`config.mk`:
```
export PLATFORM = sky130hd
export DESIGN_NAME = noc_out_arb
export DESIGN_NICKNAME = d
export VERILOG_FILES = /design/src/rtl/noc_out_arb_pkg.sv /design/src/rtl/noc_out_arb_rr_pick.sv /design/src/rtl/noc_out_arb.sv
export SDC_FILE = /design/constraint.sdc
export NUM_CORES = 1
export LEC_CHECK = 0
export ABC_AREA = 1
export CELL_PAD_IN_SITES_DETAIL_PLACEMENT = 1
export CELL_PAD_IN_SITES_GLOBAL_PLACEMENT = 2
export CORE_UTILIZATION = 16
export CTS_CLUSTER_DIAMETER = 50
export DETAILED_ROUTE_END_ITERATION = 8
export PLACE_DENSITY_LB_ADDON = 0.1
export REMOVE_ABC_BUFFERS = 1
export SLEW_MARGIN = 15
export SYNTH_ARGS = -nofsm -noshare
export SYNTH_HDL_FRONTEND = slang
export SYNTH_SLANG_ARGS = --single-unit
```
`constraint.sdc`:
```
create_clock -name clk -period 2.2 [get_ports clk]
set_clock_uncertainty 0.05 [all_clocks]
set_input_delay 0.44 -clock clk [delete_from_list [all_inputs] [get_ports clk]]
set_output_delay 0.44 -clock clk [all_outputs]
set_load 0.02 [all_outputs]
```
`src/rtl/noc_out_arb_pkg.sv`:
```
// Shared defaults and FSM encodings for the NoC output-port arbiter and its
// round-robin picker.
package noc_out_arb_pkg;

  localparam int unsigned NUM_IN_DEF = 4;
  localparam int unsigned FLIT_W_DEF = 32;

  localparam logic [0:0] ARB_IDLE = 1'b0;
  localparam logic [0:0] ARB_LOCK = 1'b1;

endpackage

```
`src/rtl/noc_out_arb_rr_pick.sv`:
```
// Combinational round-robin picker: first set request at or above ptr,
// wrapping modulo NUM_IN. Shared by all router output ports.
module noc_rr_pick
  import noc_out_arb_pkg::*;
#(
  parameter  int unsigned NUM_IN = NUM_IN_DEF,
  localparam int unsigned ID_W   = $clog2(NUM_IN)
) (
  input  logic [NUM_IN-1:0] req,
  input  logic [ID_W-1:0]   ptr,
  output logic              found,
  output logic [ID_W-1:0]   idx
);

  logic [2*NUM_IN-1:0] dbl;
  logic [2*NUM_IN-1:0] masked;

  // Masking the low copy below ptr leaves the high copy to supply the wrap.
  always_comb begin
    dbl    = {req, req};
    masked = dbl & ({(2*NUM_IN){1'b1}} << ptr);
    found  = 1'b0;
    idx    = '0;
    for (int unsigned i = 0; i < 2*NUM_IN; i++) begin
      if (masked[i] && !found) begin
        found = 1'b1;
        idx   = ID_W'(i % NUM_IN);
      end
    end
  end

endmodule

```
`src/rtl/noc_out_arb.sv`:
```
// Round-robin, packet-locking (wormhole) arbiter for one router output port,
// with a clock-enabled output register stage.
module noc_out_arb
  import noc_out_arb_pkg::*;
#(
  parameter  int unsigned NUM_IN = NUM_IN_DEF,
  parameter  int unsigned FLIT_W = FLIT_W_DEF,
  localparam int unsigned ID_W   = $clog2(NUM_IN)
) (
  input  logic                     clk,
  input  logic                     rst,
  input  logic [NUM_IN-1:0]        in_valid,
  input  logic [NUM_IN*FLIT_W-1:0] in_flit,
  input  logic [NUM_IN-1:0]        in_tail,
  output logic [NUM_IN-1:0]        in_ready,
  output logic                     out_valid,
  output logic [FLIT_W-1:0]        out_flit,
  output logic                     out_tail,
  input  logic                     out_ready,
  output logic [ID_W-1:0]          grant_id,
  output logic                     busy
);

  logic [0:0]        state;
  logic [ID_W-1:0]   rr_ptr;
  logic [ID_W-1:0]   owner;
  logic [ID_W-1:0]   winner;
  logic              found;
  logic              load_en;
  logic              xfer;
  logic              owner_valid;
  logic              owner_tail;
  logic [FLIT_W-1:0] owner_flit;

  noc_rr_pick #(.NUM_IN(NUM_IN)) u_pick (
    .req   (in_valid),
    .ptr   (rr_ptr),
    .found (found),
    .idx   (winner)
  );

  always_comb begin
    owner_valid = 1'b0;
    owner_tail  = 1'b0;
    owner_flit  = '0;
    for (int unsigned i = 0; i < NUM_IN; i++) begin
      if (owner == ID_W'(i)) begin
        owner_valid = in_valid[i];
        owner_tail  = in_tail[i];
        owner_flit  = in_flit[i*FLIT_W +: FLIT_W];
      end
    end
  end

  assign busy     = (state == ARB_LOCK);
  assign grant_id = owner;
  assign load_en  = !out_valid || out_ready;
  assign xfer     = busy && owner_valid && load_en;

  always_comb begin
    in_ready = '0;
    for (int unsigned i = 0; i < NUM_IN; i++) begin
      if (busy && owner == ID_W'(i)) in_ready[i] = load_en;
    end
  end

  always_ff @(posedge clk) begin
    if (rst) begin
      state  <= ARB_IDLE;
      rr_ptr <= '0;
      owner  <= '0;
    end else begin
      case (state)
        ARB_IDLE: begin
          if (found) begin
            owner <= winner;
            state <= ARB_LOCK;
          end
        end
        ARB_LOCK: begin
          // Pointer moves only on a tail transfer, so each owner is passed over next time.
          if (xfer && owner_tail) begin
            state  <= ARB_IDLE;
            rr_ptr <= (owner == ID_W'(NUM_IN-1)) ? '0 : owner + 1'b1;
          end
        end
        default: state <= ARB_IDLE;
      endcase
    end
  end

  always_ff @(posedge clk) begin
    if (rst) begin
      out_valid <= 1'b0;
      out_flit  <= '0;
      out_tail  <= 1'b0;
    end else if (xfer) begin
      out_valid <= 1'b1;
      out_flit  <= owner_flit;
      out_tail  <= owner_tail;
    end else if (out_ready) begin
      out_valid <= 1'b0;
    end
  end

endmodule

```
==> flow_summary.toml <==
[cells_and_area]
insertedDiodeCount = 0
layout.cells.most_common_list = "175 x clkdlybuf4s50_1, 106 x nand2_1, 83 x nor2_1"
share_of_cells_above_drive_strength_1_pct = 6.71
final_cell_utilization_of_the_core_pct = 30.5
layout.nets = 753
final-instance-count-excl-fill = 827
final.fill_count = 1943
area_delta_synth_final_pct = 84.9
final_common_cell = "clkdlybuf4s50_1"

[timing]
period_needed_ps = 2100
timing_worst_slew_pin_value_ps = 438
worst_hold_slack_ps = 415
timing.final.setup_violations = 0
rsz_0062_raised_after_global_routing = "false"
slew-limit-headroom_pct = 70.8
slew_viol_final = 0
timing_hold_violations_final = 0
final_min_period_over_clock_period_pct = 95.4
maxClockFrequency_mhz = 477

[yosys]
synth.avg_cell_area_sq_um = 6.04
synth_sequential_area_ratio_pct = 29.7
synth_cell_type_count = 24
postSynthRegisterBits = 39
post_synth_instance_area_sq_um = 2630
synth.yosys.warnings = 0
synthCells = 435

[pwr]
cell_internal_pwr_mw = 1.80
share_clk_of_total_power_pct = 26.2
power_frac_seq_pct = 30.5
comb_power_share_pct = 43.3
peakVddDrop_mv = 0.274
power_leakage_nw = 2.00
p_sw_mw = 0.932
sw_frac_of_total_pct = 34.2
power_per_cell_area_nw_per_um2 = 561

[min_path]
worstHoldPathType = "reg -> reg"
worstHoldPathCells = 2

[setup_path]
max_stage_delay_ps = 390
worst_path_max_delay_cell = "clkdlybuf4s50_1"
timing.critical_path.arrival_ps = 1610
startpoint_types = "input port"
worst_ep_required_time_ps = 1710
r2r_cells = 11
setup.worst_path.class = "in -> out"
crit_fanout = 4
cp-end-kind = "output pin"
timing.critical_path.cells = "clkdlybuf4s50_1 -> or2_2 -> nand2_2 -> nor2_1 -> dlygate4sd2_1"

[clock_network]
cts_made_buffers = 5
holdBufCountCts = 0
max-clock-path-buffers = 2
clk_pin_slew_worst_paths_ps = 60
clock_tree_root_buffer_cell = "clkbuf_16"
clock_sinks = 39
cts_tree = "built"
total_number_of_h_tree_levels = 2
worstSkewPairLatency_ps = 290

[grt]
grt_max_degree = 58
globalRouteTotalUtil_pct = 15.0
grt_antenna_before_repair = 1
globalRouteOverflowTotal = 0
vias_in_the_first_global_route = 3703
wire_length_of_the_first_global_routing_pass_um = 19500

[die]
floorplan.die_area_sq_um = 16900
die_h_um = 130
floorplan.rows = 46
core-area_sq_um = 15900
floorplan.initialDensity_pct = 16.5
die_width_um = 130
floorplan.io_pins = 180

[placement]
buffer_ports.inserted = 179
place.gp.congestion = 0.722
placed_cells_incl_taps = 818
dp_hpwl_um = 9540

[outcome]
outcome = "completed"

[routing]
via_per_inst = 4.22
via_count = 3492
route.antenna.remaining_nets = 0
dr.pass1.iters = 4
detail_route.wirelength_um = 12600
detailedRoute.firstIterationViolations = 93
wirelength_per_cell_um = 15.2
drc_markers = 0

[job]
drv.max_cap_violation_count = 0
==> worst max-delay path, delay by kind of cell <==
family | cells | cell delay, ps
buffers and inverters | 2 | 700
AND/OR/NAND/NOR | 3 | 470
==> path summary, 6_finish.rpt <==
path	slack, ps	end	from
max	100	in_ready[3]	out_ready
min	410	out_tail	out_tail
max reg2reg	190	busy	grant_id[1]
min reg2reg	410	out_tail	out_tail
==> routing by layer <==
layer | wire (um) | vias up | track usage [%] | share of wire (%)
li1 | - | 1776 | - | -
met1 | 5610 | 1586 | 18.2 | 45
met2 | 5890 | 120 | 26.5 | 47
met3 | 981 | 8 | 4.10 | 7.8
met4 | 98 | 2 | 3.08 | 0.78
met5 | 9 | - | 0 | 0.072
==> sequential cells by signal (all words and copies together) (netlist names) <==
name / flops
busy: 1
grant_id: 2
out_flit: 32
out_tail: 1
out_valid: 1
rr_ptr: 2
==> logic make-up after synthesis <==
group,synth area share (%)
AOI/OAI and AO/OA,27.9
and+or+nand+nor,31.3
adders and majority gates,1.90
buffers and inverters,9.24
DFF,29.7
==> power groups by stage <==
stage	Clock, mW	Combinational (mW)	Sequential [mW]
6_report	0.713	1.18	0.832
5_1_grt	0.776	1.32	0.844
4_1_cts	0.747	1.20	0.833
3_5_place_dp	0	1.20	0.846
3_3_place_gp	0	1.19	0.844
2_1_floorplan	0	0.440	0.936
==> through the flow <==
step / total power [mW] / setup slack [ps] / setup TNS (ps) / area [sq um]
finish: 2.73 / 102 / 0 / 4860
floorplan: 1.38 / -673 / -17110 / 2450
global placement: 2.04 / -120 / -468 / 4710
CTS: 2.78 / 52.7 / 0 / 4840
global route: 2.94 / 3.70 / 0 / 4860
detailed placement: 2.04 / -157 / -590 / 4710
==> cell type report <==
class	count	area [sq um]	share of cell area, %
clock inverter	1	5.00	0.103
multi-input combinational	349	1610	33.2
timing repair buffer	199	1990	41.1
tap	216	270	5.56
clock buffer	7	133	2.73
inverter	16	62.6	1.29
sequential	39	782	16.1
==> Yosys cell counts <==
cell type | instances | area, sq um
a21oi_1 | 51 | 255
a21oi_2 | 1 | 8.76
buf_2 | 9 | 45.0
buf_4 | 2 | 15.0
buf_6 | 6 | 67.6
clkbuf_1 | 14 | 52.6
dfxtp_1 | 39 | 781
ha_1 | 4 | 50.1
inv_1 | 13 | 48.8
inv_2 | 2 | 7.51
inv_4 | 1 | 6.26
nand2_1 | 107 | 402
nand2_2 | 3 | 18.8
nand3_1 | 6 | 30.0
nand3_2 | 1 | 10.0
nand4_1 | 1 | 6.26
nor2_1 | 83 | 312
nor2_4 | 1 | 11.3
nor2_8 | 1 | 20.0
o211ai_1 | 11 | 82.6
o21ai_0 | 45 | 225
o21ai_1 | 32 | 160
or2_0 | 1 | 6.26
or2_2 | 1 | 6.26
==> repair_timing <==
action,4_1_cts,5_1_grt
cloned,0,0
pin swaps,0,1
setup buffers,0,1
setup endpoints to repair,4,11
gates resized for setup,4,4
Note: power is estimated with default switching activity, not from simulation.
